`src/rtl/btn_pkg.sv`:
```
// rtl/btn_pkg.sv - shared state encoding and default 125 MHz timing for the button classifier
package btn_pkg;

  typedef enum logic [2:0] {
    IDLE      = 3'd0,
    PRESS1    = 3'd1,
    WAIT_GAP  = 3'd2,
    PRESS2    = 3'd3,
    LONG_HELD = 3'd4
  } state_e;

  localparam int unsigned DEF_LONG_TIME = 32'd500000000;  // 4 s at 125 MHz
  localparam int unsigned DEF_GAP_TIME  = 32'd31250000;   // 250 ms at 125 MHz

endpackage

```
`src/rtl/hold_timer.sv`:
```
// rtl/hold_timer.sv - per-state cycle counter with sync clear, enable and limit compare
module hold_timer #(
  parameter int unsigned CNT_W = 32
) (
  input  logic             clk_i,
  input  logic             rst_i,
  input  logic             clr_i,
  input  logic             en_i,
  input  logic [CNT_W-1:0] limit_i,
  output logic             hit_o
);

  logic [CNT_W-1:0] cnt_q, cnt_d;

  always_comb begin
    cnt_d = cnt_q;
    if (clr_i) begin
      cnt_d = '0;
    end else if (en_i) begin
      cnt_d = cnt_q + CNT_W'(1);
    end
  end

  always_ff @(posedge clk_i) begin
    if (rst_i) begin
      cnt_q <= '0;
    end else begin
      cnt_q <= cnt_d;
    end
  end

  assign hit_o = (cnt_q == limit_i);

endmodule

```
`src/rtl/button_press_classifier.sv`:
```
// rtl/button_press_classifier.sv - classifies debounced presses into short, double and long events
module button_press_classifier
  import btn_pkg::*;
#(
  parameter int unsigned LONG_TIME = DEF_LONG_TIME,
  parameter int unsigned GAP_TIME  = DEF_GAP_TIME,
  parameter int unsigned CNT_W     = 32
) (
  input  logic clk,
  input  logic rst,
  input  logic i_btn,
  output logic o_short,
  output logic o_double,
  output logic o_long,
  output logic o_held
);

  localparam logic [CNT_W-1:0] LONG_LIM = CNT_W'(LONG_TIME - 1);
  localparam logic [CNT_W-1:0] GAP_LIM  = CNT_W'(GAP_TIME - 1);

  state_e state_q, state_d;
  logic   btn_q;
  logic   short_q, short_d;
  logic   double_q, double_d;
  logic   long_q, long_d;
  logic   held_q, held_d;
  logic   rise;
  logic   tmr_clr, tmr_en, tmr_hit;
  logic [CNT_W-1:0] tmr_limit;

  assign rise = i_btn & ~btn_q;

  // Counter restarts on every state change and only runs in the timed states.
  assign tmr_clr   = (state_d != state_q);
  assign tmr_en    = (state_q == PRESS1) || (state_q == WAIT_GAP) || (state_q == PRESS2);
  assign tmr_limit = (state_q == WAIT_GAP) ? GAP_LIM : LONG_LIM;

  hold_timer #(
    .CNT_W (CNT_W)
  ) u_hold_timer (
    .clk_i   (clk),
    .rst_i   (rst),
    .clr_i   (tmr_clr),
    .en_i    (tmr_en),
    .limit_i (tmr_limit),
    .hit_o   (tmr_hit)
  );

  always_comb begin
    state_d  = state_q;
    short_d  = 1'b0;
    double_d = 1'b0;
    long_d   = 1'b0;
    case (state_q)
      IDLE: begin
        if (rise) state_d = PRESS1;
      end
      PRESS1: begin
        if (!i_btn) begin
          state_d = WAIT_GAP;
        end else if (tmr_hit) begin
          state_d = LONG_HELD;
          long_d  = 1'b1;
        end
      end
      WAIT_GAP: begin
        // A new press wins over gap expiry landing in the same cycle.
        if (i_btn) begin
          state_d = PRESS2;
        end else if (tmr_hit) begin
          state_d = IDLE;
          short_d = 1'b1;
        end
      end
      PRESS2: begin
        if (!i_btn) begin
          state_d  = IDLE;
          double_d = 1'b1;
        end else if (tmr_hit) begin
          state_d = LONG_HELD;
          short_d = 1'b1;
          long_d  = 1'b1;
        end
      end
      LONG_HELD: begin
        if (!i_btn) state_d = IDLE;
      end
      default: state_d = IDLE;
    endcase
    held_d = (state_d == LONG_HELD);
  end

  // btn_q resets high so a button held through reset must be released first.
  always_ff @(posedge clk) begin
    if (rst) begin
      state_q  <= IDLE;
      btn_q    <= 1'b1;
      short_q  <= 1'b0;
      double_q <= 1'b0;
      long_q   <= 1'b0;
      held_q   <= 1'b0;
    end else begin
      state_q  <= state_d;
      btn_q    <= i_btn;
      short_q  <= short_d;
      double_q <= double_d;
      long_q   <= long_d;
      held_q   <= held_d;
    end
  end

  assign o_short  = short_q;
  assign o_double = double_q;
  assign o_long   = long_q;
  assign o_held   = held_q;

endmodule

```
`config.mk`:
```
export PLATFORM = sky130hd
export DESIGN_NAME = button_press_classifier
export DESIGN_NICKNAME = d
export VERILOG_FILES = /design/src/rtl/btn_pkg.sv /design/src/rtl/hold_timer.sv /design/src/rtl/button_press_classifier.sv
export SDC_FILE = /design/constraint.sdc
export NUM_CORES = 1
export LEC_CHECK = 0
export CORE_MARGIN = 4
export CORE_UTILIZATION = 59
export DETAILED_ROUTE_END_ITERATION = 10
export GPL_ROUTABILITY_DRIVEN = 1
export GPL_TIMING_DRIVEN = 0
export MAX_ROUTING_LAYER = met4
export PLACE_DENSITY = 0.85
export RECOVER_POWER = 50
export SLEW_MARGIN = 10
export SYNTH_ARGS = -nofsm -noshare
export SYNTH_HDL_FRONTEND = slang
export SYNTH_SLANG_ARGS = --single-unit
```
`constraint.sdc`:
```
create_clock -name clk -period 2.6 [get_ports clk]
set_input_delay 0.26 -clock clk [delete_from_list [all_inputs] [get_ports clk]]
set_output_delay 0.26 -clock clk [all_outputs]
set_load 0.01 [all_outputs]
```
# Word level (Yosys, flattened, before mapping)
# Index checks and enable logic that the tools add are counted.
[classes]
add_sub_neg = 1
eq_ne = 7
mux = 14
bitwise = 4
reduce_logical = 7
[op_table]
columns = ["op", "count"]
rows = [
  ["$add A32 B1 Y32 const B", 1],
  ["$eq A32 B29 Y1", 1],
  ["$mux W29", 1],
  ["$mux W3", 7],
  ["$pmux W3 S5", 1],
  ["$reduce_or A2 Y1", 4],
  ["$eq A3 B2 Y1 const B", 2],
  ["$eq A3 B3 Y1 const B", 2],
  ["$mux W1", 4],
  ["$eq A3 B1 Y1 const B", 1],
  ["$logic_not A3 Y1", 1],
  ["$ne A3 B3 Y1", 1],
  ["$not A1 Y1", 3],
  ["$logic_or A1 B1 Y1", 2],
  ["$pmux W1 S2", 1],
  ["$and A1 B1 Y1", 1],
]
[totals]
register_bits = 40
input_bits = 3
output_inout_bits = 4
elab_cells = 40

# Logic depth before layout (Yosys ltp)
[logic_depth]
word_depth = 8
mapped_depth = 8

# By module
# A second synthesis with hierarchy kept.
[unflattened]
hier_cells = 261
area_unflattened_um2 = 2228.4
[modules_own_cells]
columns = ["mod", "n_inst", "cells_per_inst", "area_each_um2"]
rows = [
  ["hold_timer", 1, 222, 1904.3],
  ["button_press_classifier", 1, 39, 324.1],
]

# Worst setup path after synthesis
# No wires, ideal clock.
[synth_path]
path_type = "reg-to-reg"
start = "reg u_hold_timer.cnt_q[9]"
end = "reg u_hold_timer.cnt_q[29]"
setup_ns = 0.071
t_arrival_ns = 1.948
required_ns = 2.529
path_slack_ns = 0.581
path_stages_with_launch = 7
synth_period_minus_slack_ns = 2.019
cell_sequence = "dfxtp_1 > nand4_2 > or4_1 > buf_2 > or3_4 > or3_1 > a21oi_1"
[synth_via]
elab_chain_cells = 6
word_cells_on_any_way = 10
classes_between = "1 x add/sub; 2 x eq/ne; 6 x mux; 1 x reduce/logical"
[synth_lines]
columns = ["element", "line_no", "text"]
rows = [
  ["start: declaration", "hold_timer.sv:13", "logic [CNT_W-1:0] cnt_q, cnt_d;"],
  ["start signal: assignment", "hold_timer.sv:28", "cnt_q <= cnt_d;"],
  ["$eq A32 B29 Y1", "hold_timer.sv:32", "assign hit_o = (cnt_q == limit_i);"],
  ["$mux W3, on equally long branches", "button_press_classifier.sv:61, button_press_classifier.sv:79, button_press_classifier.sv:70", ""],
  ["$mux W3, on equally long branches", "button_press_classifier.sv:76, button_press_classifier.sv:59, button_press_classifier.sv:68", ""],
  ["$pmux W3 S5", "button_press_classifier.sv:54", "case (state_q)"],
  ["$ne A3 B3 Y1", "button_press_classifier.sv:34", "assign tmr_clr = (state_d != state_q);"],
  ["$reduce_or A2 Y1 (no line)", "-", ""],
]
# Parallel ways exist; a longest one is shown, timed or not.
# A chain may end at the register's enable or synchronous reset.

# Final worst setup path
[layout_path]
start = "reg state_q[1]"
end = "reg u_hold_timer.cnt_q[15]"
[layout_via]
elab_chain_cells = 8
word_cells_on_any_way = 19
classes_between = "6 x eq/ne; 9 x mux; 4 x reduce/logical"
[layout_lines]
columns = ["element", "line_no", "text"]
rows = [
  ["start: declaration", "button_press_classifier.sv:21", "state_e state_q, state_d;"],
  ["start signal: assignment", "button_press_classifier.sv:103", "state_q <= state_d;"],
  ["$eq A3 B2 Y1", "button_press_classifier.sv:35, button_press_classifier.sv:36, button_press_classifier.sv:54", ""],
  ["$mux W29", "button_press_classifier.sv:36", "assign tmr_limit = (state_q == WAIT_GAP) ? GAP_LIM : LONG_LIM;"],
  ["$eq A32 B29 Y1", "hold_timer.sv:32", ""],
  ["$mux W3, on equally long branches", "button_press_classifier.sv:61, button_press_classifier.sv:79, button_press_classifier.sv:70", ""],
  ["$mux W3, on equally long branches", "button_press_classifier.sv:76, button_press_classifier.sv:59, button_press_classifier.sv:68", ""],
  ["$pmux W3 S5", "button_press_classifier.sv:54", ""],
  ["$ne A3 B3 Y1", "button_press_classifier.sv:34", ""],
  ["$reduce_or A2 Y1 (no line)", "-", ""],
]
# Parallel ways exist; a longest one is shown, timed or not.

==> impl_metrics.yaml <==
timing:
  finalSetupTns_ns: 0
  hold_viol_final: 0
  timing.hold.ws_ns: 0.364
  skew_ns: 0.00970
  tightest_slew_ns: 0.615
  fmax_mhz: 418
  setup_viol: 0
  setup_slack_ns: 0.208
  rsz0062_at_grt: "false"
  period_needed_ns: 2.39
  slew_violations: 0
  relSlewSlack_pct: 59.0
  finalCritPeriodShare_pct: 92.0
synth:
  yosysSeqAreaShare_pct: 41.5
  yosys_warnings: 0
  ys_async_sr_fraction_pct: 0
  synth_area_per_cell_um2: 8.46
  mappedNetlistArea_um2: 1930
  syn_inst: 228
  ys_types: 41
  ys_ff_latch: 40
  synth-main-ff-cell: "dfxtp_1"
  synth_edf_count: 0
  syn_nets: 232
final_layout:
  diodes: 0
  drive_gt1_share_pct: 7.47
  design_area_um2: 2110
  fillers: 249
  fin_nets: 244
  syn2layout_area_growth_pct: 9.47
  fin_cells: 285
  finalCoreUtilization_pct: 68.6
clock_network:
  clk_pin_slew_ns: 0.12
  numCtsBuffers: 5
  cts_setup_buffers: 0
  clk_latency_ns: 0.34
  cts_hold_repair.buffers: 0
  cts_sinks: 40
  htreeDepth: 2
  cts_tree: "done"
  cts_root_buffer: "clkbuf_4"
  clk_path_buf_depth: 2
detailed_routing:
  drt-initial-drc-count: 60
  finalWirelength_mm: 3.73
  viasPerCell: 5.63
  dr_total_vias: 1605
  wl_met2_mm: 1.77
  drc: 0
  wl_met3_um: 162
  m1WireLength_mm: 1.75
  avgRoutedWirePerCell_um: 13.1
  ant_nets: 0
  dr.pass1.iters: 4
  top_layer: "met4"
die:
  rows: 20
  pin_count: 7
  die_y_um: 65.2
  die-area_um2: 4250
  fp.dieW_um: 65.2
  core_um2: 3080
  start_util_pct: 62.6
placement:
  dp_cells: 277
  placedInstanceArea_um2: 2030
  pre_cts_ws_ns: 0.0854
  io_buffers: 5
  gp_congestion: 0.812
  dp_hpwl_mm: 2.67
power_and_ir_drop:
  power_leakage_nw: 0.668
  power_density_nw_per_um2: 519
  power_mw: 1.10
  peakVddDrop_v: 0.000323
setup_path:
  critPathMaxFanout: 10
  worst_setup_path_end_kind: "flop"
  required_ns: 2.84
  arrival_ns: 2.63
  start_kind: "flop"
  path_class: "reg -> reg"
global_route:
  grt_max_degree: 13
  antenna_found_initial: 0
  grt.overflow.total: 0
  grt_pass1_vias: 1474
  grt.total_usage_pct: 19.7
  grt_first_pass_wirelength_mm: 6.51
min_path:
  min_path_type: "in -> reg"
run_status:
  status: "completed"
run:
  drv_cap: 0
==> area by class of cell <==
cell class / count / area, um2 / share of cell area (%)
Buffer: 12 / 50.0 / 2.37
Clock buffer: 6 / 41.3 / 1.96
Clock inverter: 2 / 35.0 / 1.66
Inverter: 10 / 37.5 / 1.78
Multi-Input combinational cell: 166 / 1040 / 49.3
Sequential cell: 40 / 801 / 37.9
Tap cell: 44 / 55.1 / 2.61
Timing Repair Buffer: 5 / 50.0 / 2.37
==> metal layers <==
metal / track usage, % / up-vias
met4: 6.22 / 0
met3: 4.10 / 7
met1: 24.8 / 757
met5: - / -
li1: - / 809
met2: 32.0 / 32
==> cells in the mapped netlist (5+ instances only) <==
master	n	share of area, %
nand2_1	15	2.9
nor2_1	40	7.8
nor3_1	10	2.6
inv_1	10	1.9
nor4_1	11	3.6
nand3_1	7	1.8
dfxtp_1	40	42
and4_1	5	2.3
clkbuf_1	8	1.6
a21oi_1	5	1.3
xnor2_1	24	11
==> registers in the layout, summed over array words and instances, names as in the netlist <==
| signal | count |
|---|---|
| u_hold_timer.cnt_q | 32 |
| o_short | 1 |
| o_long | 1 |
| state_q | 3 |
| btn_q | 1 |
| o_held | 1 |
| o_double | 1 |
==> power breakdown <==
part           switching (mW)  leakage (nW)  internal (mW)
registers             0.00763         0.323          0.620
clock network           0.199        0.0422          0.202
logic                  0.0433         0.303         0.0246
total                   0.250         0.668          0.847
==> critical path, stage by stage (launching register included) <==
cell       delay [ns]
dfxtp_1          0.32
clkbuf_1         0.29
nor3b_1          0.34
and4_1           0.24
o2111ai_1        0.33
a31oi_2          0.40
clkbuf_2         0.29
nor2_1           0.08
==> path summary, 6_finish.rpt <==
check | startpoint | endpoint | slack, ns | cells after the start
max | state_q[1] | u_hold_timer.cnt_q[15] | 0.21 | 7
min reg2reg | u_hold_timer.cnt_q[31] | u_hold_timer.cnt_q[31] | 0.50 | 2
min | i_btn | o_double | 0.36 | 2
max reg2reg | state_q[1] | u_hold_timer.cnt_q[15] | 0.21 | 7
==> placed cells by master (no fill, tap or decap), types with 2 or more instances in the layout <==
master	synthesis	routed
nor2_1	40	40
dfxtp_1	40	40
xnor2_1	24	24
nand2_1	15	15
nor4_1	11	11
inv_1	10	10
nor3_1	10	10
clkbuf_1	8	9
nand3_1	7	7
and4_1	5	5
or3_1	4	5
a21oi_1	5	5
clkbuf_4	0	5
dlygate4sd3_1	0	5
nor4b_1	4	4
nand4_1	4	4
xor2_1	4	4
o21ai_0	3	3
nor2b_1	3	3
or4_1	2	2
buf_2	4	2
nand2b_1	2	2
nor4bb_1	2	2
nor3b_1	2	2
clkbuf_2	0	2
==> logic make-up after synthesis <==
logic type                 after synthesis  share of synthesized area (%)
and+or+nand+nor                        118                           33.5
DFF                                     40                           41.5
xor gates and xnor gates                28                           12.7
buffers and inverters                   22                           4.54
AOI/OAI and AO/OA                       17                           5.97
muxes                                    2                           1.10
adders and majority gates                1                          0.649
==> what timing repair did <==
item / CTS / global route
endpoints found under the hold margin: 0 / 0
endpoints found under the setup margin: 0 / 30
resized for setup: 0 / 1
(Power assumes the default switching activity.)
